--- config.mk ---
export PLATFORM = sky130hd
export DESIGN_NAME = ps2_scancode_sequencer
export DESIGN_NICKNAME = d
export VERILOG_FILES = /design/src/rtl/ps2_scancode_sequencer.sv
export SDC_FILE = /design/constraint.sdc
export NUM_CORES = 1
export LEC_CHECK = 0
export ABC_AREA = 1
export BUFFER_PORTS_ARGS = -buffer_cell sky130_fd_sc_hd__buf_2
export CAP_MARGIN = 5
export CORE_UTILIZATION = 45
export CTS_CLUSTER_DIAMETER = 100
export CTS_CLUSTER_SIZE = 14
export DETAILED_ROUTE_END_ITERATION = 7
export HOLD_SLACK_MARGIN = 0.06
export PLACE_DENSITY = 0.63
export SLEW_MARGIN = 30
export SYNTH_ARGS = -nofsm -noshare
export SYNTH_HDL_FRONTEND = slang
export SYNTH_SLANG_ARGS = --single-unit
--- constraint.sdc ---
create_clock -name clk -period 3.3 [get_ports clk]
set_clock_uncertainty 0.15 [all_clocks]
set_input_delay 0.33 -clock clk [delete_from_list [all_inputs] [get_ports clk]]
set_output_delay 0.33 -clock clk [all_outputs]
set_load 0.005 [all_outputs]
--- src/rtl/ps2_scancode_sequencer.sv ---
// PS/2 scancode sequencer: pops bytes from the receiver into a small FIFO and
// folds E0/F0 prefixes into single key events with modifier and error tracking.
module ps2_scancode_sequencer #(
  parameter int FIFO_DEPTH = 8,
  parameter int ADDR_W     = 3
) (
  input  logic              clk,
  input  logic              rst,
  input  logic [7:0]        ps2_data,
  input  logic              ps2_ready,
  input  logic              ps2_overflow,
  output logic              ps2_nextdata_n,
  output logic              evt_valid,
  input  logic              evt_ready,
  output logic [7:0]        evt_code,
  output logic              evt_ext,
  output logic              evt_break,
  output logic              shift_held,
  output logic              ctrl_held,
  output logic [ADDR_W:0]   fifo_count,
  output logic              err_flag
);

  typedef enum logic [1:0] {IDLE, EXT, BRK, EXT_BRK} parse_state_t;

  localparam logic [ADDR_W:0] DEPTH_L = (ADDR_W+1)'(FIFO_DEPTH);

  logic [7:0]        fifo_mem [0:FIFO_DEPTH-1];
  logic [ADDR_W-1:0] wr_ptr;
  logic [ADDR_W-1:0] rd_ptr;
  logic [ADDR_W:0]   count;
  logic              cooldown;

  parse_state_t      state;
  parse_state_t      state_next;

  logic              fifo_full;
  logic              fifo_empty;
  logic              do_pop;
  logic              slot_free;
  logic              do_read;
  logic [7:0]        rd_byte;
  logic              emit;
  logic              emit_ext;
  logic              emit_brk;
  logic              malformed;
  logic              is_prefix;

  assign fifo_full  = (count == DEPTH_L);
  assign fifo_empty = (count == '0);
  // The cooldown covers the cycle in which the receiver has not yet seen our strobe.
  assign do_pop     = ps2_ready && !fifo_full && !cooldown;
  assign slot_free  = !evt_valid || evt_ready;
  assign do_read    = !fifo_empty && slot_free;
  assign rd_byte    = fifo_mem[rd_ptr];
  assign is_prefix  = (rd_byte == 8'hE0) || (rd_byte == 8'hF0);
  assign fifo_count = count;

  always_ff @(posedge clk) begin
    if (do_pop) begin
      fifo_mem[wr_ptr] <= ps2_data;
    end
  end

  always_ff @(posedge clk or negedge rst) begin
    if (!rst) begin
      wr_ptr         <= '0;
      rd_ptr         <= '0;
      count          <= '0;
      cooldown       <= 1'b0;
      ps2_nextdata_n <= 1'b1;
    end else begin
      cooldown       <= do_pop;
      ps2_nextdata_n <= !do_pop;
      if (do_pop) begin
        wr_ptr <= wr_ptr + 1'b1;
      end
      if (do_read) begin
        rd_ptr <= rd_ptr + 1'b1;
      end
      case ({do_pop, do_read})
        2'b10:   count <= count + 1'b1;
        2'b01:   count <= count - 1'b1;
        default: count <= count;
      endcase
    end
  end

  always_ff @(posedge clk or negedge rst) begin
    if (!rst) begin
      state <= IDLE;
    end else begin
      state <= state_next;
    end
  end

  always_comb begin
    state_next = state;
    emit       = 1'b0;
    emit_ext   = 1'b0;
    emit_brk   = 1'b0;
    malformed  = 1'b0;
    if (do_read) begin
      case (state)
        IDLE: begin
          if (rd_byte == 8'hE0) begin
            state_next = EXT;
          end else if (rd_byte == 8'hF0) begin
            state_next = BRK;
          end else if ((rd_byte != 8'hAA) && (rd_byte != 8'hFA)) begin
            emit = 1'b1;
          end
        end
        EXT: begin
          if (rd_byte == 8'hF0) begin
            state_next = EXT_BRK;
          end else if (rd_byte != 8'hE0) begin
            emit       = 1'b1;
            emit_ext   = 1'b1;
            state_next = IDLE;
          end
        end
        BRK: begin
          state_next = IDLE;
          if (is_prefix) begin
            malformed = 1'b1;
          end else begin
            emit     = 1'b1;
            emit_brk = 1'b1;
          end
        end
        EXT_BRK: begin
          state_next = IDLE;
          if (is_prefix) begin
            malformed = 1'b1;
          end else begin
            emit     = 1'b1;
            emit_ext = 1'b1;
            emit_brk = 1'b1;
          end
        end
        default: state_next = IDLE;
      endcase
    end
  end

  // A byte is only read when the slot is free, so an emit may always overwrite.
  always_ff @(posedge clk or negedge rst) begin
    if (!rst) begin
      evt_valid  <= 1'b0;
      evt_code   <= 8'h00;
      evt_ext    <= 1'b0;
      evt_break  <= 1'b0;
      shift_held <= 1'b0;
      ctrl_held  <= 1'b0;
    end else begin
      if (emit) begin
        evt_valid <= 1'b1;
        evt_code  <= rd_byte;
        evt_ext   <= emit_ext;
        evt_break <= emit_brk;
        if ((rd_byte == 8'h12) || (rd_byte == 8'h59)) begin
          shift_held <= !emit_brk;
        end
        if (rd_byte == 8'h14) begin
          ctrl_held <= !emit_brk;
        end
      end else if (evt_ready) begin
        evt_valid <= 1'b0;
      end
    end
  end

  always_ff @(posedge clk or negedge rst) begin
    if (!rst) begin
      err_flag <= 1'b0;
    end else if (malformed || ps2_overflow) begin
      err_flag <= 1'b1;
    end
  end

endmodule

==> results_dict.tcl, run 1 <==
set metrics [dict create \
    outcome "finished clean" \
    synth.largest_area_cell "edfxtp_1" \
    cp.arrival_ns 2.74 \
    yosys_warnings 0 \
    cap_violations 0 \
    layout-drive-gt1-share 0.178 \
    insertion_delay_ns 0.36 \
    netlist_area_mm2 0.00444 \
    dpl.hpwl_mm 6.02 \
    reg2reg_to "fifo_count[3]$_DFFE_PN0P_" \
    fmax_ghz 0.380 \
    rsz0062_at_grt "no" \
    syn_avg_cell_area_um2 9.47 \
    min_period_over_period 0.797 \
    clkTransAtPathRegs_ns 0.09 \
    stdcell_count 641 \
    cts_root_buffer "clkbuf_8" \
    peakVddDrop_mv 0.331 \
    place_area_mm2 0.00468 \
    leakagePower_nw 2.29 \
    end_kind "register" \
    grtUsageTotal 0.190 \
    synth_nets 488 \
    power_density_mw_per_mm2 887 \
    dp_cells 622 \
    hold_path.class "in2reg" \
    htree_levels 3 \
    period_minus_slack_ns 2.63 \
    dr_total_vias 3105 \
    drtPass1Iterations 4 \
    path_class "reg2reg" \
    holdPathEnd "fifo_mem[7][5]$_DFFE_PP_" \
    regToRegStartpoint "fifo_count[1]$_DFFE_PN0P_" \
    fin_area_mm2 0.00491 \
    setup_violations 0 \
    drtIter0Drc 140 \
    yosysSeqAreaShare 0.591 \
    grt_max_degree 32 \
    final_cell_mix "nand2_1 (157), inv_1 (65), edfxtp_1 (64), nand3_1 (48), buf_2 (31)" \
    vias_per_cell 4.84 \
    min_from "ps2_data[5]" \
    cts_buffer_depth 2 \
    cp_max_fo 6 \
    grt_pass1_vias 2939 \
    overflow 0 \
    tns_ns 0 \
    setup_ws_ns 0.670 \
    finalMaxSlewViolations 0 \
    cts_tree "built" \
    initial_core_util 0.472 \
    num_rows 35 \
    cts_num_sinks 92 \
    die_x_um 101 \
    cts_buffers 9 \
    tightest_slew_ns 0.789 \
    drtAntennaViolNets 0 \
    wl_mm 8.75 \
    core-area_mm2 0.00942 \
    antenna_cells 0 \
    mostFrequentLayoutCell "nand2_1" \
    postCtsSetupBuffers 0 \
    place_congestion 0.792 \
    required_ns 3.41 \
    netlist_top_cells_area "edfxtp_1 (43%), dfrtp_1 (15%), nand2_1 (13%)" \
    routedWlPerCell_um 13.6 \
    ys_ff_latch 92 \
    netlist_instances 469 \
    ios 32 \
    holdPathStages 1 \
    yosys.area.top_type_share 0.433 \
    finalHoldViolations 0 \
    route.detailed.drc 0 \
    grt_pass1_wl_mm 14.7 \
    dieArea_mm2 0.0103 \
    synthToLayoutAreaGrowth_pct 10.4 \
    ys_types 30 \
    die_y_um 101 \
    dp_slack_ns 0.669 \
    nets 526 \
    worstRegToRegCells 14 \
    slew_headroom 0.472 \
    critPathLaunchType "register" \
    rrSetupSlack_ns 0.67 \
    port_buffers 31 \
    antenna_found_initial 0 \
]
-- per-stage QoR --
step / hold WS, ns / total power, mW / utilization
floorplan: -0.116 / 3.26 / -
global placement: 0.235 / 3.58 / 0.498
detailed placement: 0.251 / 3.64 / 0.498
CTS: 0.0827 / 4.39 / 0.521
global route: 0.0955 / 4.74 / 0.521
finish: 0.0931 / 4.35 / 0.521
-- routing by layer --
metal	track usage	up-vias	wire length (um)
li1	-	1566	-
met1	0.258	1468	4200
met2	0.308	61	4150
met3	0.0290	10	293
met4	0.0747	0	111
met5	0	-	0
-- state kept, by name, summed over array words and instances, names as in the netlist, 2 cells and up --
| register | count |
|---|---|
| rd_ptr | 3 |
| fifo_mem | 64 |
| evt_code | 8 |
| fifo_count | 4 |
| state | 2 |
| wr_ptr | 3 |
-- cell usage after synthesis --
library cell / count
fa_1: 1
xor2_1: 5
nor2_2: 1
dfrtp_1: 27
dfstp_2: 1
buf_8: 2
nand4_1: 5
a21oi_1: 1
a211oi_1: 1
nand2_1: 157
o21ai_0: 4
nand2_2: 19
clkbuf_1: 1
nor2_1: 30
buf_4: 4
nor2_4: 2
inv_1: 65
o21ai_1: 1
nand3_1: 48
buf_6: 5
edfxtp_1: 64
o31ai_1: 1
o21ai_2: 9
a31oi_1: 1
buf_2: 3
nand3_4: 2
ha_1: 5
or2_2: 1
inv_4: 2
xnor2_1: 1
-- what timing repair did --
item	CTS	global route
hold buffers	3	0
hold endpoints to repair	29	0
resized for setup	0	0
-- worst max-delay path, stage by stage (launching register included) --
cell and delay, ns:
dfrtp_1 0.43, nor2_1 0.08, nand3_1 0.10, nand2_1 0.06, nor2_1 0.26, inv_1 0.15
ha_1 0.26, ha_1 0.33, nand2_1 0.08, nor2_1 0.04, a211oi_1 0.23, nor2_1 0.07
nor2_1 0.09, nand2_1 0.07, xor2_1 0.14
-- area by class of cell --
class	count	area [um2]
Inverter	67	256
Timing Repair Buffer	42	245
Clock buffer	10	128
Tap cell	129	161
Clock inverter	6	65.1
Multi-Input combinational cell	295	1430
Fill cell	856	4510
Sequential cell	92	2620
-- where the power goes --
part	total [mW]	internal (mW)	switching [mW]
Clock	0.757	0.351	0.406
Combinational	1.91	0.654	1.26
Sequential	1.69	1.49	0.197
Total	4.35	2.49	1.86
-- how the worst max path moves through the flow --
stage                                    startpoint  slack (ns)                         to  cells after the start
after floorplan               evt_valid$_DFFE_PN0P_        0.94  fifo_count[3]$_DFFE_PN0P_                     13
after global placement    fifo_count[1]$_DFFE_PN0P_        0.71   fifo_mem[4][3]$_DFFE_PP_                      8
after detailed placement  fifo_count[1]$_DFFE_PN0P_        0.67   fifo_mem[4][3]$_DFFE_PP_                      8
after CTS                 fifo_count[1]$_DFFE_PN0P_        0.63   fifo_mem[4][6]$_DFFE_PP_                      8
after global routing      fifo_count[1]$_DFFE_PN0P_        0.36  fifo_count[3]$_DFFE_PN0P_                     14
final                     fifo_count[1]$_DFFE_PN0P_        0.67  fifo_count[3]$_DFFE_PN0P_                     14
-- logic make-up after synthesis --
family                   after synthesis  share of synthesized area
flip-flops                            92                      0.591
buffers and inverters                 82                     0.0881
adder cells (fa/ha/maj)                6                     0.0186
AO/OA/AOI/OAI                         18                     0.0293
XOR/XNOR                               6                     0.0118
AND/OR/NAND/NOR                      265                      0.262
(Power assumes the default switching activity.)
==> run 2, diff against run 1 <==
==> constraint.sdc (replaced) <==
create_clock -name clk -period 2.58 [get_ports clk]
set_clock_uncertainty 0.15 [all_clocks]
set_input_delay 0.258 -clock clk [delete_from_list [all_inputs] [get_ports clk]]
set_output_delay 0.258 -clock clk [all_outputs]
set_load 0.005 [all_outputs]
==> results_dict.tcl, run 2 (synthesized netlist as in run 1, its figures left out) <==
set metrics [dict create \
    dpl.hpwl_mm 5.95 \
    synthToLayoutAreaGrowth_pct 12.6 \
    htree_levels 3 \
    holdPathStages 4 \
    cp.arrival_ns 2.46 \
    cts_buffer_depth 2 \
    p_seq_frac 0.383 \
    grt_pass1_vias 2818 \
    p_int_mw 3.14 \
    end_kind "register" \
    slowest_stage "dfrtp_1" \
    cts_root_buffer "clkbuf_8" \
    postCtsSetupBuffers 0 \
    cts_buffers 9 \
    antenna_found_initial 0 \
    path_common_cell "nor2_1" \
    outcome "finished clean" \
    antenna_cells 0 \
    cts_num_sinks 92 \
    leakagePower_nw 2.33 \
    dp_slack_ns 0.160 \
    power.share.clock 0.150 \
    rsz0062_at_grt "no" \
    largest_reg_flops 64 \
    cp_top_family "simple AND/OR/NAND/NOR gates" \
    wl_mm 8.61 \
    finalHoldViolations 0 \
    insertion_delay_ns 0.36 \
    slew_headroom 0.577 \
    path_class "reg2reg" \
    period_minus_slack_ns 2.36 \
    clkTransAtPathRegs_ns 0.09 \
    drtPass1Iterations 4 \
    finalMaxSlewViolations 0 \
    initial_core_util 0.472 \
    num_rows 35 \
    fmax_ghz 0.423 \
    setup_violations 0 \
    cts_tree "built" \
    grt_pass1_wl_mm 13.9 \
    drtAntennaViolNets 0 \
    die_x_um 101 \
    sw_frac_of_total 0.428 \
    max_stage_delay_ns 0.43 \
    mostFrequentLayoutCell "nand2_1" \
    setup_ws_ns 0.219 \
    grt_max_degree 32 \
    dr_total_vias 3095 \
    routedWlPerCell_um 13.2 \
    overflow 0 \
    cp_cell_sequence "nor2_1, nand3_1, nand2_1, nor2_1, inv_1, ha_1, ha_1, nand2_1, nor2_1, a211oi_2, nor2_1, nor2_1, nand2_1, xor2_1" \
    cap_violations 0 \
    die_y_um 101 \
    holdPathEnd "ps2_nextdata_n$_DFF_PN1_" \
    dieArea_mm2 0.0103 \
    hold_path.class "in2reg" \
    tightest_slew_ns 0.635 \
    rrSetupSlack_ns 0.22 \
    vias_per_cell 4.74 \
    ios 32 \
    place_congestion 0.864 \
    drtIter0Drc 148 \
    final_cell_mix "nand2_1 (157), inv_1 (65), edfxtp_1 (64), nand3_1 (48), buf_2 (31)" \
    regToRegStartpoint "fifo_count[1]$_DFFE_PN0P_" \
    regMostFlops "fifo_mem" \
    cp_max_fo 5 \
    layout-drive-gt1-share 0.185 \
    required_ns 2.68 \
    critPathLaunchType "register" \
    peakVddDrop_mv 0.387 \
    nets 540 \
    reg2reg_to "fifo_count[3]$_DFFE_PN0P_" \
    cp.buffers_inverters 1 \
    grtUsageTotal 0.183 \
    min_from "ps2_ready" \
    tns_ns 0 \
    route.detailed.drc 0 \
    port_buffers 31 \
    min_period_over_period 0.915 \
    p_comb_frac 0.467 \
    power_density_mw_per_mm2 1100 \
    worstRegToRegCells 14 \
    core-area_mm2 0.00942 \
    p_switching_mw 2.36 \
]
==> run 2: what timing repair did <==
item / 4_1_cts / 5_1_grt
hold endpoints to repair: 93 / 0
setup endpoints to repair: 0 / 12
hold buffers: 11 / 0
gates resized for setup: 0 / 3
==> run 2: worst max path at each step <==
stage	slack, ns	start	to	depth (start not counted)
2_1_floorplan	0.22	evt_valid$_DFFE_PN0P_	fifo_count[3]$_DFFE_PN0P_	13
3_3_place_gp	0.23	rd_ptr[0]$_DFFE_PN0P_	evt_valid$_DFFE_PN0P_	12
3_5_place_dp	0.16	rd_ptr[0]$_DFFE_PN0P_	evt_valid$_DFFE_PN0P_	10
4_1_cts	0.14	rd_ptr[0]$_DFFE_PN0P_	evt_valid$_DFFE_PN0P_	10
5_1_grt	0.04	rd_ptr[0]$_DFFE_PN0P_	evt_code[6]$_DFFE_PN0P_	12
6_report	0.22	fifo_count[1]$_DFFE_PN0P_	fifo_count[3]$_DFFE_PN0P_	14
==> run 2: metal layers <==
layer,global-route usage,routed length (um),vias to the layer above
li1,-,-,1591
met3,0.0462,463,6
met5,0,0,-
met4,0.0647,95,0
met1,0.249,4040,1421
met2,0.284,4010,77
==> run 2: worst register-to-register path, stage by stage, from the launching register on <==
cell and delay, ns:
dfrtp_1 0.43, nor2_1 0.08, nand3_1 0.10, nand2_1 0.06, nor2_1 0.12, inv_1 0.10
ha_1 0.24, ha_1 0.33, nand2_1 0.07, nor2_1 0.05, a211oi_2 0.18, nor2_1 0.06
nor2_1 0.08, nand2_1 0.07, xor2_1 0.14
==> run 2: cell type report <==
cell class | count | area, um2
Timing Repair Buffer | 56 | 370
Fill cell | 846 | 4410
Inverter | 67 | 259
Sequential cell | 92 | 2630
Clock buffer | 10 | 128
Tap cell | 129 | 161
Clock inverter | 4 | 28.8
Multi-Input combinational cell | 295 | 1430
==> run 2: metrics by stage <==
step / total power, mW / instances / cell area (um2) / utilization / hold slack (ns)
floorplan: 4.17 / 469 / 4440 / - / -0.188
global placement: 4.61 / 628 / 4730 / 0.502 / 0.158
detailed placement: 4.67 / 628 / 4730 / 0.502 / 0.166
CTS: 5.51 / 653 / 5000 / 0.531 / 0.0910
global route: 5.97 / 653 / 5000 / 0.532 / 0.126
finish: 5.50 / 653 / 5000 / 0.532 / 0.103
==> run 2: power groups by stage <==
stage                     Combinational, mW  Sequential, mW  Clock [mW]
after floorplan                        2.07            2.09           0
after global placement                 2.48            2.13           0
after detailed placement               2.54            2.13           0
after CTS                              2.56            2.10       0.848
after global routing                   2.92            2.15       0.911
final                                  2.57            2.11       0.826
